<file path="config.mk">
export PLATFORM = sky130hd
export DESIGN_NAME = uart_tx_fifo
export DESIGN_NICKNAME = d
export VERILOG_FILES = /design/src/rtl/uart_tx_fifo.sv
export SDC_FILE = /design/constraint.sdc
export NUM_CORES = 1
export LEC_CHECK = 0
export BUFFER_PORTS_ARGS = -buffer_cell sky130_fd_sc_hd__buf_2
export CAP_MARGIN = 10
export CORE_ASPECT_RATIO = 1.5
export CORE_UTILIZATION = 40
export DETAILED_ROUTE_END_ITERATION = 10
export GPL_TIMING_DRIVEN = 1
export PLACE_DENSITY = 0.6
export REMOVE_ABC_BUFFERS = 1
export SLEW_MARGIN = 5
export SYNTH_ARGS = -nofsm -noshare
export SYNTH_HDL_FRONTEND = slang
export SYNTH_SLANG_ARGS = --single-unit
</file>
<file path="constraint.sdc">
create_clock -name clk -period 7.8 [get_ports clk]
set_clock_uncertainty 0.15 [all_clocks]
set_input_delay 0.78 -clock clk [delete_from_list [all_inputs] [get_ports clk]]
set_output_delay 0.78 -clock clk [all_outputs]
set_load 0.01 [all_outputs]
</file>
<file path="src/rtl/uart_tx_fifo.sv">
// Circular byte FIFO feeding the uart core's txd/txv, paced on rdy; one txv pulse per byte, never back-to-back.
// Write-to-txv latency is 1 edge minimum; host writes into a full FIFO are dropped and flagged sticky. Define UART_TX_FIFO_STATUS_EN for level/afull.
module uart_tx_fifo #(
  parameter int DATA_WIDTH   = 8,
  parameter int DEPTH_LOG2   = 4,
  parameter int BUSY_WAIT    = 4,
  parameter int AFULL_THRESH = 12
) (
  input  logic                  clk,
  input  logic                  rst,
  input  logic [DATA_WIDTH-1:0] wr_data,
  input  logic                  wr_en,
  output logic                  full,
  output logic                  empty,
  output logic                  overflow,
  output logic [DATA_WIDTH-1:0] txd,
  output logic                  txv,
  input  logic                  rdy
`ifdef UART_TX_FIFO_STATUS_EN
  ,
  output logic [DEPTH_LOG2:0]   level,
  output logic                  afull
`endif
);

  localparam int DEPTH = 1 << DEPTH_LOG2;
  localparam int TW    = (BUSY_WAIT < 1) ? 1 : $clog2(BUSY_WAIT + 1);
  localparam logic [DEPTH_LOG2:0] DEPTH_CNT = {1'b1, {DEPTH_LOG2{1'b0}}};

  typedef enum logic [1:0] {IDLE, WAIT_BUSY, WAIT_RDY} state_t;

  logic [DATA_WIDTH-1:0] mem [DEPTH];
  logic [DEPTH_LOG2-1:0] wr_ptr;
  logic [DEPTH_LOG2-1:0] rd_ptr;
  logic [DEPTH_LOG2:0]   count;
  logic [DEPTH_LOG2:0]   count_nxt;
  logic [TW-1:0]         timer;
  state_t                state;
  logic                  push;
  logic                  pop;

  // full/empty are registered, so a write into a full FIFO is dropped even if a pop frees a slot that cycle
  assign push = wr_en && !full;
  assign pop  = (state == IDLE) && !empty && rdy;

  always_comb begin
    count_nxt = count;
    case ({push, pop})
      2'b10:   count_nxt = count + 1'b1;
      2'b01:   count_nxt = count - 1'b1;
      default: count_nxt = count;
    endcase
  end

  always_ff @(posedge clk) begin
    if (push) mem[wr_ptr] <= wr_data;
  end

  always_ff @(posedge clk or negedge rst) begin
    if (!rst) begin
      wr_ptr   <= '0;
      rd_ptr   <= '0;
      count    <= '0;
      full     <= 1'b0;
      empty    <= 1'b1;
      overflow <= 1'b0;
    end else begin
      if (push) wr_ptr <= wr_ptr + 1'b1;
      if (pop)  rd_ptr <= rd_ptr + 1'b1;
      if (wr_en && full) overflow <= 1'b1;
      count <= count_nxt;
      full  <= (count_nxt == DEPTH_CNT);
      empty <= (count_nxt == '0);
    end
  end

  // A byte whose rdy never drops within BUSY_WAIT cycles is taken as accepted, not resent
  always_ff @(posedge clk or negedge rst) begin
    if (!rst) begin
      state <= IDLE;
      timer <= '0;
      txd   <= '0;
      txv   <= 1'b0;
    end else begin
      txv <= 1'b0;
      case (state)
        IDLE: begin
          if (pop) begin
            txd   <= mem[rd_ptr];
            txv   <= 1'b1;
            timer <= TW'(BUSY_WAIT);
            state <= WAIT_BUSY;
          end
        end
        WAIT_BUSY: begin
          if (!rdy)              state <= WAIT_RDY;
          else if (timer == '0)  state <= IDLE;
          else                   timer <= timer - 1'b1;
        end
        WAIT_RDY: begin
          if (rdy) state <= IDLE;
        end
        default: state <= IDLE;
      endcase
    end
  end

`ifdef UART_TX_FIFO_STATUS_EN
  localparam logic [DEPTH_LOG2:0] AFULL_CNT = AFULL_THRESH[DEPTH_LOG2:0];

  always_ff @(posedge clk or negedge rst) begin
    if (!rst) begin
      level <= '0;
      afull <= 1'b0;
    end else begin
      level <= count_nxt;
      afull <= (count_nxt >= AFULL_CNT);
    end
  end
`endif

endmodule
</file>
==> results of run 1 <==
==> cell families (layout without fill, tap and decap cells) <==
| logic type | after synthesis | count (layout) | synth area share (%) |
|---|---|---|---|
| flip-flops | 158 | 158 | 70.59 |
| multiplexers | 44 | 44 | 12.78 |
| buffers and inverters | 35 | 76 | 3.536 |
| adder cells (fa/ha/maj) | 10 | 10 | 1.922 |
| AND/OR/NAND/NOR | 57 | 57 | 4.940 |
| XOR/XNOR | 13 | 13 | 1.749 |
| AO/OA/AOI/OAI | 39 | 39 | 4.478 |
==> worst max-delay path: stages (launching register included) <==
cell and delay [ns]:
dfrtp_1 0.40, or4b_1 0.89, inv_6 0.19, ha_1 0.32, xor2_1 0.19, ha_1 0.20
nor2_1 0.06, a221o_1 0.32, a2111oi_2 0.41, xor2_1 0.23, nor3b_2 0.18
==> where the power goes <==
part / switching [mW] / internal [mW]
clock network: 0.345 / 0.422
logic: 0.406 / 0.366
registers: 0.0768 / 1.06
total: 0.828 / 1.85
==> layer usage <==
metal	part of all wire [%]	track usage, %
met5	0	0
met4	1.4	5.952
met2	53	27.43
met1	42	18.44
met3	3.0	3.870
==> synthesized netlist by cell type, types with 2 or more instances <==
cell	count
mux2i_1	4
inv_1	17
nor2_1	9
xnor2_1	10
a21oi_1	9
nand3_1	3
nand2b_1	2
o21ai_0	13
nor3_1	2
buf_2	2
buf_6	4
nand4_1	2
edfxtp_1	128
xor2_1	3
mux2_2	10
dfrtp_1	29
and2_1	16
nand2_1	11
nor2b_1	2
ha_1	10
clkbuf_1	4
a221o_2	5
a221o_1	4
clkbuf_8	4
mux4_2	29
==> through the flow <==
step,instances,total power [mW],setup slack [ns],area [um^2]
floorplan,339,1.722,4.263,6352
global placement,568,1.931,3.900,6745
detailed placement,568,1.947,3.724,6745
CTS,600,2.713,4.148,7292
global route,600,2.827,3.901,7292
finish,600,2.678,4.172,7292
==> final timing paths <==
| path | end | slack, ns | cells after the start |
|---|---|---|---|
| worst max-delay path | full | 4.17 | 10 |
| worst min-delay path | overflow | 0.24 | 1 |
| worst max register to register | full | 4.17 | 10 |
| worst min register to register | overflow | 0.32 | 1 |
| max in group asynchronous | rd_ptr[0] | 6.77 | 1 |
| min in group clk | overflow | 0.32 | 1 |
==> cell type report <==
| class | instances | area, um^2 |
|---|---|---|
| inverter | 18 | 72.57 |
| multi-input combinational | 163 | 1684 |
| clock inverter | 13 | 103.9 |
| tap | 203 | 254.0 |
| sequential | 158 | 4597 |
| timing repair buffer | 26 | 137.6 |
| clock buffer | 19 | 442.9 |
| fill | 1337 | 8473 |
==> registers in the layout, summed over array words and instances, names as in the netlist <==
name and count:
txd 8, empty 1, timer 3, rd_ptr 4, full 1, count 5
txv 1, wr_ptr 4, overflow 1, mem 128, state 2
==> metrics.md, run 1 <==
| Metric | Value |
|---|---|
| First-pass GRT wire length | `about 19 mm` |
| Boundary Pins | `24` |
| Routed vias | `3,127` |
| RePlAce Congestion | `0.6962` |
| Drt first-iter violations | `between 100 and 150` |
| Worst Max-Slew Pin Slew | `0.7830 ns` |
| DR vias/cell | `5.212` |
| GRT overflow | `0` |
| Die Wd | `106.2 um` |
| Routed wire length | `11.71 mm` |
| Most frequent cells in the layout | `edfxtp_1 (128), mux4_2 (29), dfrtp_1 (28)` |
| Largest cells by area after synthesis | `edfxtp_1 (59%), dfrtp_1 (11%), mux4_2 (10%)` |
| Cts hold-fix bufs | `0` |
| DPL Wire Length | `7.399 mm` |
| Worst r2r src | `state[0]` |
| Setup violations, final | `0` |
| WL/cell | `just under 20 um` |
| Max clock buf depth | `2` |
| Largest net degree at the start of global routing | `38` |
| Yosys top cell by area | `edfxtp_1` |
| Overall routing resource usage | `roughly 16%` |
| Count of pins over their slew limit | `0` |
| Mean area per synthesized cell | `18.29 um^2` |
| Initial antenna violation count | `0` |
| Fin util | `46.25%` |
| Antenna-violating nets left | `0` |
| Share of layout cells above drive strength 1 | `between 20 and 30%` |
| Critical path class | `flop to flop` |
| Drt drc | `0` |
| CP Data Arrival Time | `3.83 ns` |
| WP data required | `roughly 8.0 ns` |
| Outcome | `finished clean` |
| Port-buffer cells | `23` |
| Floorplan row count | `56` |
| Clock-pin transition on the worst setup and hold timing paths | `0.07 ns` |
| Diodes inserted | `0` |
| HP Class | `input pin to asynchronous set/reset pin` |
| Clock Sinks | `158` |
| Max-slew headroom | `47.61%` |
| CTS Root Cell | `clkbuf_16` |
| Max Fclk | `275.6 MHz` |
| EDFF count, synth | `128` |
| Setup total negative slack | `0 ns` |
| Worst-Skew Late Latency | `0.43 ns` |
| Post-CTS setup buffers | `0` |
| Post-Syn Area | `6510 um^2` |
| Post-CTS sizing | `0` |
| H-tree depth | `4` |
| Unrepaired setup endpoints after global routing | `no` |
| Setup crit start kind | `flop` |
| Top FF cell, synth | `edfxtp_1` |
| Post-synth ARST share | `18.99%` |
| Worst setup path startpoint | `state[0]` |
| Max Cap Violations | `0` |
| Commonest non-fill, non-tap cell in the layout | `edfxtp_1` |
| Fin. Hold Viols | `0` |
| Maximum vdd ir drop | `0.1878 mV` |
| TritonCTS clock tree | `yes` |
| Post-synth top area share | `59.04%` |
| Vias in the first global route | `3,254` |
| Initial Utilization | `between 40% and 50%` |
| Nets | `406` |
| Cells after Synth | `356` |
| Worst hold margin | `0.2398 ns` |
| Register area share after synthesis | `70.59%` |
| Area delta synth->final | `12.01%` |
| Cell leakage power | `2.556 nW` |
| Yosys cell types | `49` |
| Power Density | `367.3 nW/um^2` |
| TritonCTS Buffers | `17` |
| Ys Warns | `0` |
| Critical Path End Type | `flop` |
| Crit-path max FO | `17` |
| Die Height | `between 150 and 200 um` |
| Final worst path period share | `46.51%` |
| Total die area | `about 17,000 um^2` |
| Final min period | `3.628 ns` |
| Core Region | `between 15,000 and 20,000 um^2` |
| Synth Register Bits | `158` |
| First-pass iteration count of the detailed router | `4` |
Power figures use the tool's default switching activity.
==> inputs of run 2 (changes only) <==
ABC_AREA = 1   (was unset)
clock period = 3.5 ns   (was 7.8 ns; I/O delays follow)
==> metrics.md, run 2 <==
| Metric | Value |
|---|---|
| Reg-to-reg critical path endpoint | `empty` |
| Vias in the first global route | `4,284 (+32%)` |
| Top reg by flops | `mem` |
| Crit path to | `empty` |
| DPL Wire Length | `9.194 mm (+24%)` |
| Cts hold-fix bufs | `2 (+2)` |
| Storage cell area | `4597 um^2 (unchanged)` |
| Drt first-iter violations | `368 (+160%)` |
| Cell Area, Placed | `6833 um^2 (+1.3%)` |
| Multi-input gate area | `1717 um^2 (+1.9%)` |
| GRT overflow | `0 (unchanged)` |
| Setup violations, final | `0 (unchanged)` |
| WP data required | `3.69 ns (-4.31 ns)` |
| Initial Utilization | `40.88% (-0.42 points)` |
| Max Cap Violations | `0 (unchanged)` |
| Die Height | `159.5 um (+0.81%)` |
| RePlAce Congestion | `0.7800 (+12%)` |
| Post-synth ARST share | `18.99% (unchanged)` |
| Unrepaired setup endpoints after global routing | `no` |
| Total die area | `17,070 um^2 (+1.6%)` |
| Yosys cell types | `25 (-49%)` |
| Routed wire length | `14.12 mm (+21%)` |
| Floorplan row count | `57 (+1.8%)` |
| Count of pins over their slew limit | `0 (unchanged)` |
| Overall routing resource usage | `17.82% (+2.2 points)` |
| Worst r2r src | `full` |
| Yosys top cell by area | `edfxtp_1` |
| WL/cell | `17.26 um (-12%)` |
| First-pass iteration count of the detailed router | `8 (+4)` |
| Most frequent cells after synthesis | `nor2_1 (136), edfxtp_1 (128), nand2_1 (67)` |
| Crit-path max FO | `9 (-8)` |
| Max FFs per register | `128 (unchanged)` |
| R2r worst-path depth | `13 (+3)` |
| Commonest non-fill, non-tap cell in the layout | `nor2_1` |
| Crit-path max cell delay | `0.52 ns (-0.37 ns)` |
| Flop2flop setup slack | `0.82 ns (-3.35 ns)` |
| Setup crit start kind | `input pin` |
| FILL cells | `1,473 (+10%)` |
| Initial antenna violation count | `0 (unchanged)` |
| Post-Syn Area | `6618 um^2 (+1.7%)` |
| Core Region | `16,190 um^2 (+2.7%)` |
| Slowest cell on crit path | `dlygate4sd3_1` |
| Largest net degree at the start of global routing | `67 (+76%)` |
| First-pass GRT wire length | `22.76 mm (+22%)` |
| Cells after Synth | `576 (+62%)` |
| Final min period | `2.822 ns` |
| Most frequent cell after synthesis | `nor2_1` |
| EDFF count, synth | `128 (unchanged)` |
| Mean area per synthesized cell | `11.49 um^2 (-37%)` |
| DR vias/cell | `5.230 (+0.35%)` |
| Die Wd | `107.0 um (+0.81%)` |
| Max-slew headroom | `27.81% (-20 points)` |
| Routed vias | `4,278 (+37%)` |
| CP Data Arrival Time | `3.02 ns (-0.81 ns)` |
| H-tree depth | `4 (unchanged)` |
| Critical path class | `input pin to flop` |
| Critical Path End Type | `flop` |
| Nets | `621 (+53%)` |
| Post-CTS setup buffers | `0 (unchanged)` |
| Maximum vdd ir drop | `0.3474 mV (+85%)` |
| Fin. Hold Viols | `0 (unchanged)` |
| Port-buffer cells | `23 (unchanged)` |
| Worst setup path startpoint | `wr_en` |
| Outcome | `finished clean` |
| TritonCTS clock tree | `yes` |
| Top FF cell, synth | `edfxtp_1` |
| Worst-Skew Late Latency | `0.43 ns (about the same)` |
| Drt drc | `0 (unchanged)` |
| Share of layout cells above drive strength 1 | `10.95% (-17 points)` |
| Power Density | `868.5 nW/um^2 (+140%)` |
| Most frequent cells in the layout | `nor2_1 (136), edfxtp_1 (128), nand2_1 (67)` |
| Final non-filler cell total | `818 (+36%)` |
| Worst hold margin | `0.06177 ns (-0.1780 ns)` |
| Register area share after synthesis | `69.45% (-1.1 points)` |
| Design area | `7451 um^2 (+2.2%)` |
| Post-CTS sizing | `0 (unchanged)` |
| Largest registers | `mem x128, txd x8, count x5` |
| HP Class | `input pin to flop` |
| Boundary Pins | `24 (unchanged)` |
| Antenna-violating nets left | `0 (unchanged)` |
| Clock Sinks | `158 (unchanged)` |
| TritonCTS Buffers | `17 (unchanged)` |
| Synth Register Bits | `158 (unchanged)` |
| CTS Root Cell | `clkbuf_16` |
| Post-synth top area share | `58.08% (-0.96 points)` |
| Ys Warns | `0 (unchanged)` |
| Cell Chain, Critical Path | `dlygate4sd3_1, buf_2, inv_1, nor2_2, inv_1, ha_1, nand2_1, inv_1, nor2_1, ha_1, nand2_1, o21ai_1, or2_1, nor2_1, nand3_1, nor2_1` |
| Worst Max-Slew Pin Slew | `1.083 ns (+0.2998 ns)` |
| Max clock buf depth | `2 (unchanged)` |
| Setup total negative slack | `0 ns (unchanged)` |
| Largest cells by area after synthesis | `edfxtp_1 (58%), dfrtp_1 (11%), nor2_1 (7.7%)` |
| Cell leakage power | `2.799 nW (+9.5%)` |
| Diodes inserted | `0 (unchanged)` |
| Max Fclk | `approximately 350 MHz` |
| Clock-pin transition on the worst setup and hold timing paths | `0.06 ns (about the same)` |
| Final worst path period share | `between 80% and 90%` |
| Area delta synth->final | `12.59%` |
| Placed cells | `784 (+38%)` |
==> run 2: through the flow <==
step	setup WS (ns)	util (%)	power (mW)
2_1_floorplan	0.7013	-	3.927
3_3_place_gp	0.9264	42.21	4.572
3_5_place_dp	0.8183	42.21	4.656
4_1_cts	0.7154	46.02	6.509
5_1_grt	0.4252	46.02	6.896
6_report	0.6781	46.02	6.471
==> run 2: worst max-delay path: cells and delay by family <==
kind	cells	cell delay, ns
AO/OA/AOI/OAI	1	0.07
adder cells (fa/ha/maj)	2	0.55
buffers and inverters	5	0.86
AND/OR/NAND/NOR	8	1.19
==> run 2: logic make-up after synthesis <==
logic type	after synthesis	share of synthesized area, %
AO/OA/AOI/OAI	93	7.695
XOR/XNOR	7	0.9265
adder cells (fa/ha/maj)	10	1.891
buffers and inverters	55	4.613
flip-flops	158	69.45
AND/OR/NAND/NOR	253	15.43
==> run 2: report_power, final <==
| part | switching [mW] | leakage (nW) | total (mW) | internal, mW |
|---|---|---|---|---|
| registers | 0.167 | 1.52 | 2.52 | 2.36 |
| logic | 1.44 | 0.990 | 2.09 | 0.649 |
| clock network | 0.785 | 0.289 | 1.86 | 1.07 |
| total | 2.39 | 2.80 | 6.47 | 4.08 |
==> run 2: worst min-delay path by stage <==
stage	to	depth (start not counted)	startpoint	slack [ns]
after CTS	state[1]	4	rdy	0.05
after global placement	timer[1]	1	rst	0.26
after global routing	state[1]	4	rdy	0.07
after detailed placement	timer[1]	1	rst	0.27
after floorplan	count[0]	0	rst	-0.1
final	state[1]	4	rdy	0.06
==> run 2: metal layers <==
| metal | GRT usage, % | wire, um | up-vias | part of all wire [%] |
|---|---|---|---|---|
| met2 | 31.50 | 7679 | 123 | 54 |
| met1 | 21.07 | 5599 | 2093 | 40 |
| met5 | 0 | 0 | - | 0 |
| met4 | 7.846 | 310 | 0 | 2.2 |
| li1 | - | - | 2038 | - |
| met3 | 2.865 | 527 | 24 | 3.7 |
==> run 2: cell type report <==
class / instances / area share (%)
repair buffers: 30 / 2.317
inverters: 29 / 1.461
flip-flops and latches: 158 / 61.70
clock inverters: 15 / 2.317
clock buffers: 17 / 5.709
multi-input cells: 363 / 23.04
well taps: 206 / 3.459
